==> config.mk <==
export PLATFORM = sky130hd
export DESIGN_NAME = conv1d_window_reader
export DESIGN_NICKNAME = d
export VERILOG_FILES = /design/src/rtl/conv1d_pkg.sv /design/src/rtl/conv1d_rd_fifo.sv /design/src/rtl/conv1d_window_reader.sv
export SDC_FILE = /design/constraint.sdc
export NUM_CORES = 1
export LEC_CHECK = 0
export BUFFER_PORTS_ARGS = -buffer_cell sky130_fd_sc_hd__buf_2
export CORE_MARGIN = 5
export CORE_UTILIZATION = 25
export DETAILED_ROUTE_END_ITERATION = 10
export GPL_ROUTABILITY_DRIVEN = 0
export PLACE_DENSITY = 0.39
export SYNTH_ARGS = -nofsm -noshare
export SYNTH_HDL_FRONTEND = slang
export SYNTH_SLANG_ARGS = --single-unit
==> constraint.sdc <==
create_clock -name clk -period 3.1 [get_ports clk]
set_input_delay 0 -clock clk [delete_from_list [all_inputs] [get_ports clk]]
set_output_delay 0 -clock clk [all_outputs]
set_load 0.01 [all_outputs]
==> src/rtl/conv1d_pkg.sv <==
// ----------------------------------------------------------------------------
// conv1d_pkg
//   Shared types and helpers for the first-conv 1-D window reader.
//   - state_t    : run-control FSM encoding
//   - PAD        : 'same'-padding depth for the default 3-tap kernel
//   - pad_of     : 'same'-padding depth for an arbitrary odd kernel
//   - win_count  : number of windows a run of len samples produces
// ----------------------------------------------------------------------------
package conv1d_pkg;

    typedef enum logic [1:0] {
        IDLE  = 2'd0,
        RUN   = 2'd1,
        FLUSH = 2'd2,
        FIN   = 2'd3
    } state_t;

    localparam int KERNEL_DEFAULT = 3;
    localparam int PAD            = (KERNEL_DEFAULT - 1) / 2;

    // Zero samples added on each side of the data in 'same' mode.
    function automatic int pad_of(input int kernel);
        return (kernel - 1) / 2;
    endfunction

    // 'same' mode emits one window per sample; 'valid' mode only where the
    // kernel fits entirely inside the data.
    function automatic int win_count(input int len, input int kernel, input bit pad_en);
        if (pad_en) begin
            return len;
        end
        return (len >= kernel) ? (len - kernel + 1) : 0;
    endfunction

endpackage

==> src/rtl/conv1d_rd_fifo.sv <==
// ----------------------------------------------------------------------------
// conv1d_rd_fifo
//   First-word-fall-through buffer for RAM return data. Push and pop may
//   happen in the same cycle. The occupancy count is registered so the read
//   scheduler can use it as a credit without a combinational path from pop.
// Ports
//   clk, reset        clock, asynchronous active-low reset
//   push, push_data   write one word
//   pop               consume the head word (only when count != 0)
//   pop_data          head word, valid whenever count != 0
//   count             current occupancy, 0..DEPTH
// ----------------------------------------------------------------------------
module conv1d_rd_fifo #(
    parameter int DEPTH = 4,
    parameter int WIDTH = 15
) (
    input  logic                           clk,
    input  logic                           reset,
    input  logic                           push,
    input  logic [WIDTH-1:0]               push_data,
    input  logic                           pop,
    output logic [WIDTH-1:0]               pop_data,
    output logic [$clog2(DEPTH+1)-1:0]     count
);

    localparam int PW = (DEPTH > 1) ? $clog2(DEPTH) : 1;
    localparam int CW = $clog2(DEPTH + 1);

    logic [WIDTH-1:0] mem [DEPTH];
    logic [PW-1:0]    wr_ptr;
    logic [PW-1:0]    rd_ptr;

    // Depth need not be a power of two, so pointers wrap explicitly.
    function automatic logic [PW-1:0] ptr_inc(input logic [PW-1:0] p);
        return (p == PW'(DEPTH - 1)) ? '0 : p + PW'(1);
    endfunction

    always_ff @(posedge clk or negedge reset) begin
        if (!reset) begin
            wr_ptr <= '0;
            rd_ptr <= '0;
            count  <= '0;
        end else begin
            // NOTE: sequential state is assigned with <= so every register
            // samples the pre-edge values, independent of statement order.
            if (push) wr_ptr <= ptr_inc(wr_ptr);
            if (pop)  rd_ptr <= ptr_inc(rd_ptr);
            case ({push, pop})
                2'b10:   count <= count + CW'(1);
                2'b01:   count <= count - CW'(1);
                default: count <= count;
            endcase
        end
    end

    // NOTE: the storage array has no reset; its contents are only observed
    // behind count, and leaving it unreset lets it map onto plain RAM/flops.
    always_ff @(posedge clk) begin
        if (push) mem[wr_ptr] <= push_data;
    end

    assign pop_data = mem[rd_ptr];

    a_no_overflow: assert property (@(posedge clk) disable iff (!reset)
        !(push && (count == CW'(DEPTH))));

    a_no_underflow: assert property (@(posedge clk) disable iff (!reset)
        !(pop && (count == '0)));

endmodule

==> src/rtl/conv1d_window_reader.sv <==
// ----------------------------------------------------------------------------
// conv1d_window_reader
//   Read stage of the first-conv 1-D sample RAM. On start it streams len
//   samples from base_addr through the 1-cycle-latency RAM read port, forms
//   KERNEL-tap stride-1 sliding windows and hands them to the MAC array over
//   a valid/ready interface.
//
//   Build option: define ZERO_PAD_EN for 'same' padding ((KERNEL-1)/2 zero
//   samples before and after the data, one window per sample; KERNEL must be
//   odd). Undefined: 'valid' convolution, len-KERNEL+1 windows.
//
// Ports
//   clk, reset       clock, asynchronous active-low reset
//   start            one-cycle run request (accepted in IDLE and FIN)
//   base_addr, len   run parameters, captured on an accepted start
//   en_r, addr_r     RAM read request; addresses wrap modulo 2**ADDR_WIDTH
//   dat_read         RAM read data, valid the cycle after en_r
//   win_data         window, tap 0 (oldest sample) in the LSBs
//   win_valid/ready  window handshake; win_last marks the final window
//   busy             run in progress (cycle after start through done)
//   done             one-cycle end-of-run pulse
// ----------------------------------------------------------------------------
import conv1d_pkg::*;

module conv1d_window_reader #(
    parameter int ADDR_WIDTH = 10,
    parameter int D_WIDTH    = 15,
    parameter int KERNEL     = 3,
    parameter int FIFO_DEPTH = 4
) (
    input  logic                       clk,
    input  logic                       reset,
    input  logic                       start,
    input  logic [ADDR_WIDTH-1:0]      base_addr,
    input  logic [ADDR_WIDTH:0]        len,
    output logic                       en_r,
    output logic [ADDR_WIDTH-1:0]      addr_r,
    input  logic [D_WIDTH-1:0]         dat_read,
    output logic [KERNEL*D_WIDTH-1:0]  win_data,
    output logic                       win_valid,
    input  logic                       win_ready,
    output logic                       win_last,
    output logic                       busy,
    output logic                       done
);

    localparam int AW = ADDR_WIDTH;
    localparam int CW = $clog2(FIFO_DEPTH + 1);

`ifdef ZERO_PAD_EN
    localparam bit PAD_EN = 1'b1;
`else
    localparam bit PAD_EN = 1'b0;
`endif
    localparam int PAD_N = PAD_EN ? pad_of(KERNEL) : 0;

    // Shift counter spans len plus both pads, so it is two bits wider than
    // the address.
    localparam logic [AW:0]   RD_ONE = (AW+1)'(1);
    localparam logic [AW+1:0] SC_ONE = (AW+2)'(1);
    localparam logic [AW+1:0] K_W    = (AW+2)'(KERNEL);
    localparam logic [AW+1:0] PAD2_W = (AW+2)'(2 * PAD_N);

    if (KERNEL < 2) begin : g_bad_kernel
        $error("conv1d_window_reader: KERNEL must be >= 2");
    end
    if (FIFO_DEPTH < 3) begin : g_bad_depth
        $error("conv1d_window_reader: FIFO_DEPTH must be >= 3");
    end
`ifdef ZERO_PAD_EN
    if ((KERNEL % 2) == 0) begin : g_even_kernel
        $error("conv1d_window_reader: ZERO_PAD_EN requires an odd KERNEL");
    end
`endif

    // ------------------------------------------------------------------
    // State
    // ------------------------------------------------------------------
    state_t                           state;
    state_t                           state_nxt;
    logic [AW-1:0]                    base_q;
    logic [AW:0]                      len_q;
    logic [AW:0]                      rd_idx;
    logic [AW+1:0]                    total_q;
    logic [AW+1:0]                    shift_cnt;
    logic                             has_work_q;
    logic                             outstanding;
    logic [KERNEL-1:0][D_WIDTH-1:0]   taps;

    // ------------------------------------------------------------------
    // Return-data buffer
    // ------------------------------------------------------------------
    logic [CW-1:0]      fifo_count;
    logic [D_WIDTH-1:0] fifo_dout;
    logic               pop;

    conv1d_rd_fifo #(
        .DEPTH (FIFO_DEPTH),
        .WIDTH (D_WIDTH)
    ) u_fifo (
        .clk       (clk),
        .reset     (reset),
        .push      (outstanding),
        .push_data (dat_read),
        .pop       (pop),
        .pop_data  (fifo_dout),
        .count     (fifo_count)
    );

    // ------------------------------------------------------------------
    // Datapath control
    // ------------------------------------------------------------------
    logic               start_ok;
    logic               credit_ok;
    logic               issue;
    logic               fire;
    logic               do_shift;
    logic               src_ok;
    logic [D_WIDTH-1:0] sample;

    // FIN accepts a new start so back-to-back runs lose no cycle.
    assign start_ok = start && ((state == IDLE) || (state == FIN));

    // A read is only issued when its return is guaranteed a FIFO slot.
    assign credit_ok = (int'(fifo_count) + int'(outstanding)) < FIFO_DEPTH;
    assign issue     = (state == RUN) && has_work_q && (rd_idx < len_q) && credit_ok;
    assign fire      = win_valid && win_ready;

`ifdef ZERO_PAD_EN
    logic in_pad;
    assign in_pad = (shift_cnt < PAD2_W / 2) || (shift_cnt >= (PAD2_W / 2) + {1'b0, len_q});
    assign src_ok = in_pad || (fifo_count != '0);
    assign sample = in_pad ? '0 : fifo_dout;
    assign pop    = do_shift && !in_pad;
`else
    assign src_ok = (fifo_count != '0);
    assign sample = fifo_dout;
    assign pop    = do_shift;
`endif

    // Shift only when the output slot is free or is being drained this cycle,
    // which keeps win_data stable under back-pressure.
    assign do_shift = ((state == RUN) || (state == FLUSH)) && (shift_cnt < total_q)
                      && src_ok && (!win_valid || win_ready);

    assign en_r     = issue;
    assign addr_r   = issue ? (base_q + rd_idx[AW-1:0]) : '0;
    assign win_data = taps;
    assign busy     = (state != IDLE);
    assign done     = (state == FIN);

    // ------------------------------------------------------------------
    // FSM next state
    // ------------------------------------------------------------------
    always_comb begin
        // NOTE: assigning a default before the case means every path drives
        // state_nxt, so no latch is inferred.
        state_nxt = state;
        unique case (state)
            IDLE:    if (start_ok) state_nxt = RUN;
            RUN: begin
                if (!has_work_q) begin
                    state_nxt = FIN;
                end else if (issue && ((rd_idx + RD_ONE) == len_q)) begin
                    state_nxt = FLUSH;
                end
            end
            FLUSH:   if (fire && win_last) state_nxt = FIN;
            FIN:     state_nxt = start_ok ? RUN : IDLE;
            default: state_nxt = IDLE;
        endcase
    end

    // ------------------------------------------------------------------
    // Registers
    // ------------------------------------------------------------------
    always_ff @(posedge clk or negedge reset) begin
        if (!reset) begin
            state       <= IDLE;
            base_q      <= '0;
            len_q       <= '0;
            rd_idx      <= '0;
            total_q     <= '0;
            shift_cnt   <= '0;
            has_work_q  <= 1'b0;
            outstanding <= 1'b0;
            taps        <= '0;
            win_valid   <= 1'b0;
            win_last    <= 1'b0;
        end else begin
            state       <= state_nxt;
            outstanding <= issue;
            if (start_ok) begin
                base_q     <= base_addr;
                len_q      <= len;
                rd_idx     <= '0;
                total_q    <= {1'b0, len} + PAD2_W;
                shift_cnt  <= '0;
                has_work_q <= win_count(int'(len), KERNEL, PAD_EN) > 0;
                taps       <= '0;
                win_valid  <= 1'b0;
                win_last   <= 1'b0;
            end else begin
                if (issue) rd_idx <= rd_idx + RD_ONE;
                if (do_shift) begin
                    taps      <= {sample, taps[KERNEL-1:1]};
                    shift_cnt <= shift_cnt + SC_ONE;
                    win_valid <= (shift_cnt + SC_ONE) >= K_W;
                    win_last  <= (shift_cnt + SC_ONE) == total_q;
                end else if (fire) begin
                    win_valid <= 1'b0;
                    win_last  <= 1'b0;
                end
            end
        end
    end

endmodule

# Word-level counts from Yosys, hierarchy flattened
# Memories as Yosys holds them, arrays and structs flattened.
# Cells that the tools add are included.
dict set report op_classes {
  add_sub_neg 10
  n_lt_le_gt_ge 6
  eq_ne 12
  mux 24
  reduce_logical 22
}
# op n
set op_table {}
lappend op_table {{45-bit two-way mux} 2}
lappend op_table {{32-bit by 1-bit > comparator with 1-bit output, second input constant} 1}
lappend op_table {{32-bit two-way mux} 1}
lappend op_table {{12-bit two-way mux} 2}
lappend op_table {{11-bit two-way mux} 2}
lappend op_table {{12-bit by 2-bit adder with 13-bit output, second input constant} 1}
lappend op_table {{12-bit by 1-bit adder with 12-bit output, second input constant} 1}
lappend op_table {{12-bit by 11-bit == test with 1-bit output} 1}
lappend op_table {{12-bit by 2-bit greater-or-equal comparator with 1-bit output, second input constant} 1}
lappend op_table {{12-bit by 11-bit < comparator with 1-bit output} 1}
lappend op_table {{2-bit two-way mux} 6}
lappend op_table {{11-bit by 2-bit subtractor with 12-bit output, second input constant} 1}
lappend op_table {{11-bit by 1-bit adder with 11-bit output, second input constant} 1}
lappend op_table {{11-bit == test} 1}
lappend op_table {{11-bit by 2-bit greater-or-equal comparator with 1-bit output, second input constant} 1}
lappend op_table {{11-bit < comparator} 1}
lappend op_table {{10-bit adder} 1}
lappend op_table {{2-bit == test, second input constant} 5}
lappend op_table {{1-bit logical AND} 10}
lappend op_table {{10-bit two-way mux} 1}
lappend op_table {{1-bit two-way mux} 8}
lappend op_table {{2-bit one-hot mux with 4 select lines} 1}
lappend op_table {{2-bit nonzero test} 4}
lappend op_table {{3-bit one-hot mux with 2 select lines} 1}
lappend op_table {{other kinds (14)} 19}
dict set report word_totals {
  reg_bits 102
  ram_bits 60
  input_bits 40
  output_inout_bits 60
  wordCells 90
  memories 1
}
# name depth word_bits rd rd_ports_with_merged_regs wr line
set mem_list {}
lappend mem_list {u_fifo.mem 4 15 1 0 1 conv1d_rd_fifo.sv:29} ;# logic [WIDTH-1:0] mem [DEPTH];

# Depth between registers and ports, before layout
# Gate-level depths: netlist (run 1).
dict set report depth {
  depth_word 8
  ltp_mapped 16
  ltp_nobuf 13
}

# By module
# A second synthesis (run 1) with hierarchy kept.
dict set report unflattened {
  cells_unflattened 814
  area_unflattened_um2 8584.5
}
# module n_inst cells_per_inst area_per_inst_um2 seq_area_each_um2
set modules_own_cells {}
lappend modules_own_cells {conv1d_window_reader 1 702 5983.2 2377.3}
lappend modules_own_cells {conv1d_rd_fifo 1 112 2601.2 1976.9}

# Worst setup path before layout (run 1)
# Ideal clock, no wire load.
dict set report synth_timing {
  path_kind {register to register}
  startpoint {register total_q[8]}
  endpoint {register u_fifo.count[2]}
  setup_ps 79
  t_arrival_ps 3023
  required_ps 3021
  slack_ps -2
  stages_incl_launch_ff 17
  path_buffers 3
  period_less_slack_ps 3102
  cell_sequence {dfrtp_1 > inv_1 > ha_1 > a21o_1 > a21o_1 > a211o_1 > or2_1 > buf_2 > inv_2 > buf_4 > buf_4 > ha_1 > inv_1 > fa_1 > xor2_1 > nor2_1 > xor2_1}
}
dict set report synth_via {
  elab_chain_len 6
  elab_cells_between_ends 8
  classes_between {1 x order compare; 2 x eq/ne; 1 x mux; 4 x reduce/logical}
}
# element line
set synth_rtl {}
lappend synth_rtl {{start, declared} conv1d_window_reader.sv:84} ;# logic [AW+1:0] total_q;
lappend synth_rtl {{start signal, assigned} conv1d_window_reader.sv:197} ;# total_q <= {1'b0, len} + PAD2_W;
lappend synth_rtl {{12-bit by 11-bit < comparator with 1-bit output (*)} conv1d_window_reader.sv:143} ;# assign do_shift = ((state == RUN) || (state == FLUSH)) && (shift_cnt < total_q)
lappend synth_rtl {{1-bit logical AND (*)} conv1d_window_reader.sv:143}
lappend synth_rtl {{1-bit logical AND (*) (2 in a row)} conv1d_window_reader.sv:144} ;# && src_ok && (!win_valid || win_ready);
lappend synth_rtl {{2-bit by 1-bit == test with 1-bit output / 2-bit == test (equally long branches)} conv1d_rd_fifo.sv:48} ;# case ({push, pop})
lappend synth_rtl {{3-bit one-hot mux with 2 select lines / 2-bit nonzero test (equally long branches)} --}
lappend synth_rtl {{end signal, assigned} conv1d_rd_fifo.sv:49} ;# 2'b10: count <= count + CW'(1);
lappend synth_rtl {{end signal, assigned} conv1d_rd_fifo.sv:50} ;# 2'b01: count <= count - CW'(1);
lappend synth_rtl {{end signal, assigned} conv1d_rd_fifo.sv:51} ;# default: count <= count;
lappend synth_rtl {{end, declared} conv1d_rd_fifo.sv:23} ;# output logic [$clog2(DEPTH+1)-1:0] count
# Every way passes the cells marked *; elsewhere a longest branch is shown, timed or not.
# A chain may end at the register's enable or synchronous reset.

# Worst setup path in the final report (run 1)
# Same ends and word-level chain as after synthesis.

==> results_tabular.tex, run 1 <==
\begin{tabular}{lr}
\hline
Metric & Value \\
\hline
\multicolumn{2}{l}{\textbf{Place}} \\
\quad Placed cell area & 9503 µm² \\
\quad Minimum setup slack after placement & 0.2325 ns \\
\quad PortBufs & 99 \\
\quad Post-DP HPWL & 16,230 µm \\
\multicolumn{2}{l}{\textbf{Global route}} \\
\quad Total global routing track utilization & 12.81\% \\
\quad Total global routing overflow & 0 \\
\quad Antenna violations before repair & 0 \\
\quad Wire length of the first global-routing pass & 38,320 µm \\
\quad Number of global-route vias before repair & 6,513 \\
\quad Maximum number of pins on one net before global-route repair & 63 \\
\multicolumn{2}{l}{\textbf{Floorplan}} \\
\quad Vertical die dimension & 193.5 µm \\
\quad Full die area & 37,430 µm² \\
\quad DIE WIDTH & 193.5 µm \\
\quad Core region area & 33,360 µm² \\
\quad I/O Pins & 100 \\
\quad Rows & 67 \\
\quad Initial cell density of the core & 25.22\% \\
\multicolumn{2}{l}{\textbf{Clocking}} \\
\quad Number of buffers between clock root and the deepest sink & 2 \\
\quad Post-cts sizing count & 0 \\
\quad Clock tree from TritonCTS & built \\
\quad Count of H-tree levels built during CTS & 4 \\
\quad Cell at the root of the clock tree & sky130\_fd\_sc\_hd\_\_clkbuf\_16 \\
\quad TritonCTS sink count & 162 \\
\quad Clock slew at reported path FFs & 0.07 ns \\
\quad Total clock buffers created by CTS & 17 \\
\quad Insertion delay of the later-clocked pin in the worst-skew pair & 0.44 ns \\
\multicolumn{2}{l}{\textbf{Layout}} \\
\quad Ratio of cells with drive above 1 in the final layout & 19.79\% \\
\quad Area grow syn2layout & 24.15\% \\
\quad Diode count & 0 \\
\quad Final core utilization & 31.31\% \\
\quad Most used cells in the layout excluding fill and tap cells & 158 x sky130\_fd\_sc\_hd\_\_nand2\_1, 102 x sky130\_fd\_sc\_hd\_\_dfrtp\_1, 98 x sky130\_fd\_sc\_hd\_\_buf\_2 \\
\quad Design area & 10,450 µm² \\
\quad Most common cell after layout, fill and taps aside & sky130\_fd\_sc\_hd\_\_nand2\_1 \\
\quad Fill cell instance count of the final layout & 3,550 \\
\quad Layout net count & 1,027 \\
\multicolumn{2}{l}{\textbf{Routing}} \\
\quad Final WL & 23,590 µm \\
\quad Drc violations & 0 \\
\quad DRC marker count from the first detailed-route iteration & 364 \\
\quad Number of iterations in the first detailed-routing pass & 5 \\
\quad Routed via count divided by cell count & 4.499 \\
\quad Via count & 6,289 \\
\quad Post-detailed-route wirelength per cell & 16.88 µm \\
\quad Count of nets left with antenna violations after detail routing & 0 \\
\multicolumn{2}{l}{\textbf{Setup path}} \\
\quad Endpoint class of the critical path & flop \\
\quad Data required, critical path & 3.47 ns \\
\quad Largest fanout on the critical path & 3 \\
\quad Cell depth of the worst flop-to-flop path & 13 \\
\quad Kind of start point of the critical path & flop \\
\quad CP Class & flop to flop \\
\quad Arrival time worst endpoint & 3.24 ns \\
\multicolumn{2}{l}{\textbf{Timing}} \\
\quad F\_max & 348.0 MHz \\
\quad Final clock skew & 0.01300 ns \\
\quad Portion of the clock cycle consumed by the worst path in the final layout & 92.70\% \\
\quad Slew @ Worst Pin & 0.9316 ns \\
\quad Hold violation count in the final report & 0 \\
\quad Crit path setup slack, layout & 0.2263 ns \\
\quad Relative slew margins & 37.89\% \\
\quad Sum of negative setup slack & 0 ns \\
\quad Number of max-slew violations in the final report & 0 \\
\quad Final setup viols & 0 \\
\quad RSZ-0062 raised after global routing & false \\
\quad Final critical path time including I/O delays and setup & 2.874 ns \\
\multicolumn{2}{l}{\textbf{Yosys}} \\
\quad Register bit count reported by yosys & 162 \\
\quad Post-synthesis average cell area & 10.53 µm² \\
\quad Total standard cell area after synthesis & 8414 µm² \\
\quad Share of flip-flops with an asynchronous set or reset & 62.96\% \\
\quad Number of standard cells after synthesis & 799 \\
\quad Syn\_nets & 889 \\
\quad Number of distinct library cells after synthesis & 64 \\
\quad Count of warnings emitted by yosys & 0 \\
\quad EDFF count, synth & 60 \\
\quad Commonest register cell after synthesis & sky130\_fd\_sc\_hd\_\_dfrtp\_1 \\
\quad Seq/Total Area, Yosys & 51.75\% \\
\multicolumn{2}{l}{\textbf{Outcome}} \\
\quad Outcome & complete, no violations \\
\multicolumn{2}{l}{\textbf{Min path}} \\
\quad Cell depth of the worst min-delay path & 4 \\
\quad Worst hold-check path type & input port to flop \\
\multicolumn{2}{l}{\textbf{Pwr}} \\
\quad Internal power of the cells & 5.457 mW \\
\quad Pwr Total & 9.415 mW \\
\quad Combinational power share & 43.0\% \\
\quad Static leakage power & 4.707 nW \\
\quad Reg power frac & 34.7\% \\
\quad Net switching power of the design & 3.958 mW \\
\quad Pwr dens & 901.3 nW/µm² \\
\quad Largest voltage drop on the vdd net & 0.0007550 V \\
\quad Net Sw Frac & 42.04\% \\
\quad Relative contribution of the clock network to total power & 22.3\% \\
\multicolumn{2}{l}{\textbf{Job}} \\
\quad Maximum Capacitance Violations & 0 \\
\hline
\end{tabular}
## per-stage QoR
| stage | std cells | hold WS [ns] |
|---|---|---|
| after floorplan | 799 | -0.2956 |
| after global placement | 1328 | 0.1220 |
| after detailed placement | 1328 | 0.1181 |
| after CTS | 1398 | 0.07586 |
| after global routing | 1398 | 0.1193 |
| final | 1398 | 0.09775 |
## area by class of cell
class | count | area [µm²] | area share, %
Multi-Input combinational cell | 562 | 3762 | 36.02
Clock buffer | 21 | 471.7 | 4.515
Clock inverter | 11 | 91.34 | 0.8744
Inverter | 30 | 112.6 | 1.078
Tap cell | 448 | 560.5 | 5.366
Timing Repair Buffer | 164 | 1094 | 10.47
Sequential cell | 162 | 4354 | 41.68
## power by group through the flow
stage	sequential, mW	clock [mW]	combinational (mW)
after floorplan	3.21	0	2.86
after global placement	3.32	0	4.13
after detailed placement	3.32	0	4.11
after CTS	3.29	2.16	4.17
after global routing	3.34	2.25	4.65
final	3.27	2.10	4.05
## final timing paths
check	start	endpoint	slack, ns
hold reg to reg	base_q[3]	base_q[3]	0.49
min in group asynchronous	reset	state[0]	0.15
setup reg to reg	total_q[8]	u_fifo.count[2]	0.23
hold / removal	start	total_q[7]	0.1
max in group asynchronous	reset	win_data[38]	2.17
setup / recovery	total_q[8]	u_fifo.count[2]	0.23
## cells by family after synthesis
kind of cell,share of synthesized area (%)
multiplexers,4.803
XOR/XNOR,4.684
buffers and inverters,3.688
flip-flops,51.75
adder cells (fa/ha/maj),7.732
AND/OR/NAND/NOR,18.28
AO/OA/AOI/OAI,9.071
## sequential cells by signal, summed over array words and instances (netlist names)
signal / flops
u_fifo.wr_ptr: 2
shift_cnt: 12
u_fifo.count: 3
win_data: 45
total_q: 11
u_fifo.rd_ptr: 2
win_last: 1
rd_idx: 11
has_work_q: 1
base_q: 10
u_fifo.mem: 60
state: 2
win_valid: 1
outstanding: 1
## timing repair
item / in CTS / in global routing
buffers inserted: 0 / 0
endpoints found under the hold margin: 131 / 0
hold buffers: 38 / 0
## per-layer routing
layer  GRT usage [%]  vias to the layer above  wire length [µm]
met4           3.147                        0               224
met5               0                        -                 0
met1           17.61                     3073             11300
met2           20.97                       91             11290
li1                -                     3113                 -
met3           2.418                       12               778
## cell usage after synthesis, types with 2 or more instances
library cell                number  share of area [%]
sky130_fd_sc_hd__o41ai_1         3               0.31
sky130_fd_sc_hd__and3_1          4               0.30
sky130_fd_sc_hd__buf_1           8               0.36
sky130_fd_sc_hd__nand4_1         6               0.45
sky130_fd_sc_hd__xor2_1         23                2.4
sky130_fd_sc_hd__xnor2_1        22                2.3
sky130_fd_sc_hd__and3_2          3               0.27
sky130_fd_sc_hd__a31oi_1         3               0.22
sky130_fd_sc_hd__fa_1            2               0.48
sky130_fd_sc_hd__nand3_1        67                4.0
sky130_fd_sc_hd__a211o_1         2               0.21
sky130_fd_sc_hd__o21a_1          4               0.36
sky130_fd_sc_hd__a21o_1         10               0.89
sky130_fd_sc_hd__o2111ai_1       3               0.31
sky130_fd_sc_hd__nor3b_1         5               0.45
sky130_fd_sc_hd__o21ai_0        31                1.8
sky130_fd_sc_hd__and2_1          4               0.30
sky130_fd_sc_hd__o21ai_1         3               0.18
sky130_fd_sc_hd__inv_1          29                1.3
sky130_fd_sc_hd__nor3_1         16               0.95
sky130_fd_sc_hd__mux4_2         15                4.0
sky130_fd_sc_hd__nand2b_1        4               0.30
sky130_fd_sc_hd__a2111oi_0       3               0.31
sky130_fd_sc_hd__nor2_1         35                1.6
sky130_fd_sc_hd__buf_4           4               0.36
sky130_fd_sc_hd__nand3b_1        4               0.36
sky130_fd_sc_hd__mux2i_1         4               0.48
sky130_fd_sc_hd__clkbuf_1       22               0.98
sky130_fd_sc_hd__a21oi_1        16               0.95
sky130_fd_sc_hd__nand2_1       158                7.0
sky130_fd_sc_hd__dfrtp_1       102                 30
sky130_fd_sc_hd__edfxtp_1       60                 21
sky130_fd_sc_hd__o31ai_1         4               0.36
sky130_fd_sc_hd__o221ai_1        3               0.31
sky130_fd_sc_hd__nor4_1          6               0.45
sky130_fd_sc_hd__o22ai_1         4               0.30
sky130_fd_sc_hd__o211ai_1        3               0.27
sky130_fd_sc_hd__a21boi_0        2               0.18
sky130_fd_sc_hd__or4_1           3               0.27
sky130_fd_sc_hd__buf_2          11               0.65
sky130_fd_sc_hd__ha_1           48                7.1
sky130_fd_sc_hd__a211oi_1        5               0.45
sky130_fd_sc_hd__or3_1           7               0.52
sky130_fd_sc_hd__nor2b_1         3               0.22
sky130_fd_sc_hd__a22o_1          6               0.62
## critical path, stage by stage (launching register included)
cell and delay [ns]:
sky130_fd_sc_hd__dfrtp_1 0.40, sky130_fd_sc_hd__inv_1 0.09, sky130_fd_sc_hd__ha_1 0.31, sky130_fd_sc_hd__a21o_1 0.18
sky130_fd_sc_hd__a21o_1 0.17, sky130_fd_sc_hd__a211o_1 0.30, sky130_fd_sc_hd__or2_2 0.30, sky130_fd_sc_hd__inv_2 0.07
sky130_fd_sc_hd__ha_2 0.18, sky130_fd_sc_hd__inv_1 0.05, sky130_fd_sc_hd__fa_1 0.37, sky130_fd_sc_hd__xor2_1 0.15
sky130_fd_sc_hd__nor2_1 0.11, sky130_fd_sc_hd__xor2_1 0.14
Power figures use the tool's default switching activity.
==> run 2, diff against run 1 <==
- MAX_ROUTING_LAYER: default -> met4
- PLACE_DENSITY: 0.39 -> 0.38
- clock period: 3.1 -> 3.2 ns (I/O delays scaled with it)
==> results_tabular.tex, run 2 (synthesis gave the netlist of run 1 again) <==
\begin{tabular}{lr}
\hline
Metric & Value \\
\hline
\multicolumn{2}{l}{\textbf{Global route}} \\
\quad Maximum number of pins on one net before global-route repair & 63 \\
\quad Total global routing overflow & 0 \\
\quad Wire length of the first global-routing pass & 38,570 µm \\
\quad Total global routing track utilization & 13.36\% \\
\quad Number of global-route vias before repair & 6,549 \\
\quad Antenna violations before repair & 0 \\
\multicolumn{2}{l}{\textbf{Pwr}} \\
\quad Largest voltage drop on the vdd net & 0.0008132 V \\
\quad Pwr Total & 9.207 mW \\
\quad Static leakage power & 4.718 nW \\
\quad Pwr dens & 877.6 nW/µm² \\
\multicolumn{2}{l}{\textbf{Routing}} \\
\quad Number of iterations in the first detailed-routing pass & 5 \\
\quad Via count & 6,221 \\
\quad Routed via count divided by cell count & 4.437 \\
\quad Post-detailed-route wirelength per cell & 17.12 µm \\
\quad Drc violations & 0 \\
\quad Count of nets left with antenna violations after detail routing & 0 \\
\quad Final WL & 24,000 µm \\
\quad DRC marker count from the first detailed-route iteration & 351 \\
\multicolumn{2}{l}{\textbf{Layout}} \\
\quad Most used cells in the layout excluding fill and tap cells & 158 x sky130\_fd\_sc\_hd\_\_nand2\_1, 102 x sky130\_fd\_sc\_hd\_\_dfrtp\_1, 98 x sky130\_fd\_sc\_hd\_\_buf\_2 \\
\quad Layout Cells excl Fill & 1,402 \\
\quad Flip-flop count of the largest register after layout & 60 \\
\quad Fill cell instance count of the final layout & 3,559 \\
\quad Most common cell after layout, fill and taps aside & sky130\_fd\_sc\_hd\_\_nand2\_1 \\
\quad Register name with the most flops & u\_fifo.mem \\
\quad Final core utilization & 31.44\% \\
\quad Layout net count & 1,030 \\
\quad Ratio of cells with drive above 1 in the final layout & 19.83\% \\
\quad Area grow syn2layout & 24.68\% \\
\multicolumn{2}{l}{\textbf{Timing}} \\
\quad Crit path setup slack, layout & 0.2753 ns \\
\quad Sum of negative setup slack & 0 ns \\
\quad Slew @ Worst Pin & 0.9240 ns \\
\quad Portion of the clock cycle consumed by the worst path in the final layout & 91.40\% \\
\quad Hold violation count in the final report & 0 \\
\quad Final setup viols & 0 \\
\quad Final critical path time including I/O delays and setup & 2.925 ns \\
\quad Relative slew margins & 38.40\% \\
\quad F\_max & 341.9 MHz \\
\quad Number of max-slew violations in the final report & 0 \\
\quad RSZ-0062 raised after global routing & false \\
\quad Final clock skew & 0.01718 ns \\
\multicolumn{2}{l}{\textbf{Clocking}} \\
\quad Number of buffers between clock root and the deepest sink & 2 \\
\quad Total clock buffers created by CTS & 17 \\
\quad Post CTS Setup Buffer Count & 0 \\
\quad Count of H-tree levels built during CTS & 4 \\
\quad Insertion delay of the later-clocked pin in the worst-skew pair & 0.45 ns \\
\quad Cell at the root of the clock tree & sky130\_fd\_sc\_hd\_\_clkbuf\_16 \\
\quad Clock slew at reported path FFs & 0.07 ns \\
\quad TritonCTS sink count & 162 \\
\quad Clock tree from TritonCTS & built \\
\multicolumn{2}{l}{\textbf{Floorplan}} \\
\quad Core region area & 33,360 µm² \\
\quad Initial cell density of the core & 25.22\% \\
\quad I/O Pins & 100 \\
\quad Vertical die dimension & 193.5 µm \\
\quad Rows & 67 \\
\quad DIE WIDTH & 193.5 µm \\
\quad Full die area & 37,430 µm² \\
\multicolumn{2}{l}{\textbf{Setup path}} \\
\quad Kind of start point of the critical path & flop \\
\quad Largest fanout on the critical path & 4 \\
\quad Arrival time worst endpoint & 3.30 ns \\
\quad Register-to-Register Setup Slack & 0.28 ns \\
\quad Crit path launch & total\_q[5] \\
\quad Data required, critical path & 3.57 ns \\
\quad Cell depth of the worst flop-to-flop path & 12 \\
\quad Endpoint class of the critical path & flop \\
\quad Critical Path End & u\_fifo.count[2] \\
\quad CP Class & flop to flop \\
\quad R2r startpoint & total\_q[5] \\
\quad Capture point of the worst reg-to-reg path & u\_fifo.count[2] \\
\multicolumn{2}{l}{\textbf{Place}} \\
\quad PortBufs & 99 \\
\quad Post-DP HPWL & 16,390 µm \\
\quad Number of placed instances, taps included & 1,329 \\
\quad Minimum setup slack after placement & 0.2906 ns \\
\multicolumn{2}{l}{\textbf{Job}} \\
\quad Maximum Capacitance Violations & 0 \\
\multicolumn{2}{l}{\textbf{Min path}} \\
\quad Worst hold-check path type & input port to async pin \\
\multicolumn{2}{l}{\textbf{Outcome}} \\
\quad Outcome & complete, no violations \\
\hline
\end{tabular}
[run 2: metal layers]
layer	vias up	part of all wire (%)	track usage (%)
met3	15	3.6	2.940
met5	-	0	-
li1	3109	-	-
met4	0	1.1	3.173
met2	94	48	21.07
met1	3003	47	17.66
[run 2: power by group]
part           total [mW]  leakage [nW]  switching (mW)  internal (mW)
Sequential           3.16          1.86           0.474           2.68
Clock                2.12         0.287           0.948           1.17
Combinational        3.93          2.57            2.44           1.49
[run 2: repair_timing]
action / CTS / global route
hold endpoints to repair: 137 / 0
hold buffers: 40 / 0
resized for setup: 0 / 0
endpoints found under the setup margin: 0 / 0
[run 2: cell type report]
| class | instances | area, µm² | area share, % |
|---|---|---|---|
| sequential | 162 | 4354 | 41.50 |
| multi-input combinational | 562 | 3755 | 35.79 |
| timing repair buffer | 167 | 1109 | 10.57 |
| tap | 448 | 560.5 | 5.343 |
| clock buffer | 17 | 425.4 | 4.055 |
| clock inverter | 15 | 172.7 | 1.646 |
| inverter | 30 | 112.6 | 1.073 |
| antenna | 1 | 2.502 | 0.02385 |
[run 2: per-stage QoR]
stage	instance area, µm²	hold slack (ns)
after floorplan	8414	-0.2956
after global placement	9490	0.1297
after detailed placement	9490	0.1320
after CTS	10490	0.2189
after global routing	10490	0.2648
final	10490	0.1818
[run 2: how the worst min path moves through the flow]
stage | slack, ns | from | cells past startpoint | to
global placement | 0.13 | reset | 1 | u_fifo.wr_ptr[1]
CTS | 0.22 | reset | 2 | shift_cnt[2]
detailed placement | 0.13 | reset | 1 | u_fifo.wr_ptr[1]
finish | 0.18 | reset | 2 | u_fifo.wr_ptr[0]
global route | 0.26 | reset | 2 | u_fifo.wr_ptr[0]
floorplan | -0.30 | reset | 0 | base_q[0]
[run 2: critical path, stage by stage (launching register included)]
cell	delay [ns]
sky130_fd_sc_hd__dfrtp_1	0.42
sky130_fd_sc_hd__inv_1	0.08
sky130_fd_sc_hd__ha_1	0.31
sky130_fd_sc_hd__a2111oi_0	0.45
sky130_fd_sc_hd__a211oi_1	0.20
sky130_fd_sc_hd__or2_2	0.34
sky130_fd_sc_hd__inv_2	0.07
sky130_fd_sc_hd__ha_1	0.16
sky130_fd_sc_hd__inv_1	0.06
sky130_fd_sc_hd__fa_1	0.37
sky130_fd_sc_hd__xor2_1	0.15
sky130_fd_sc_hd__nor2_1	0.11
sky130_fd_sc_hd__xor2_1	0.14
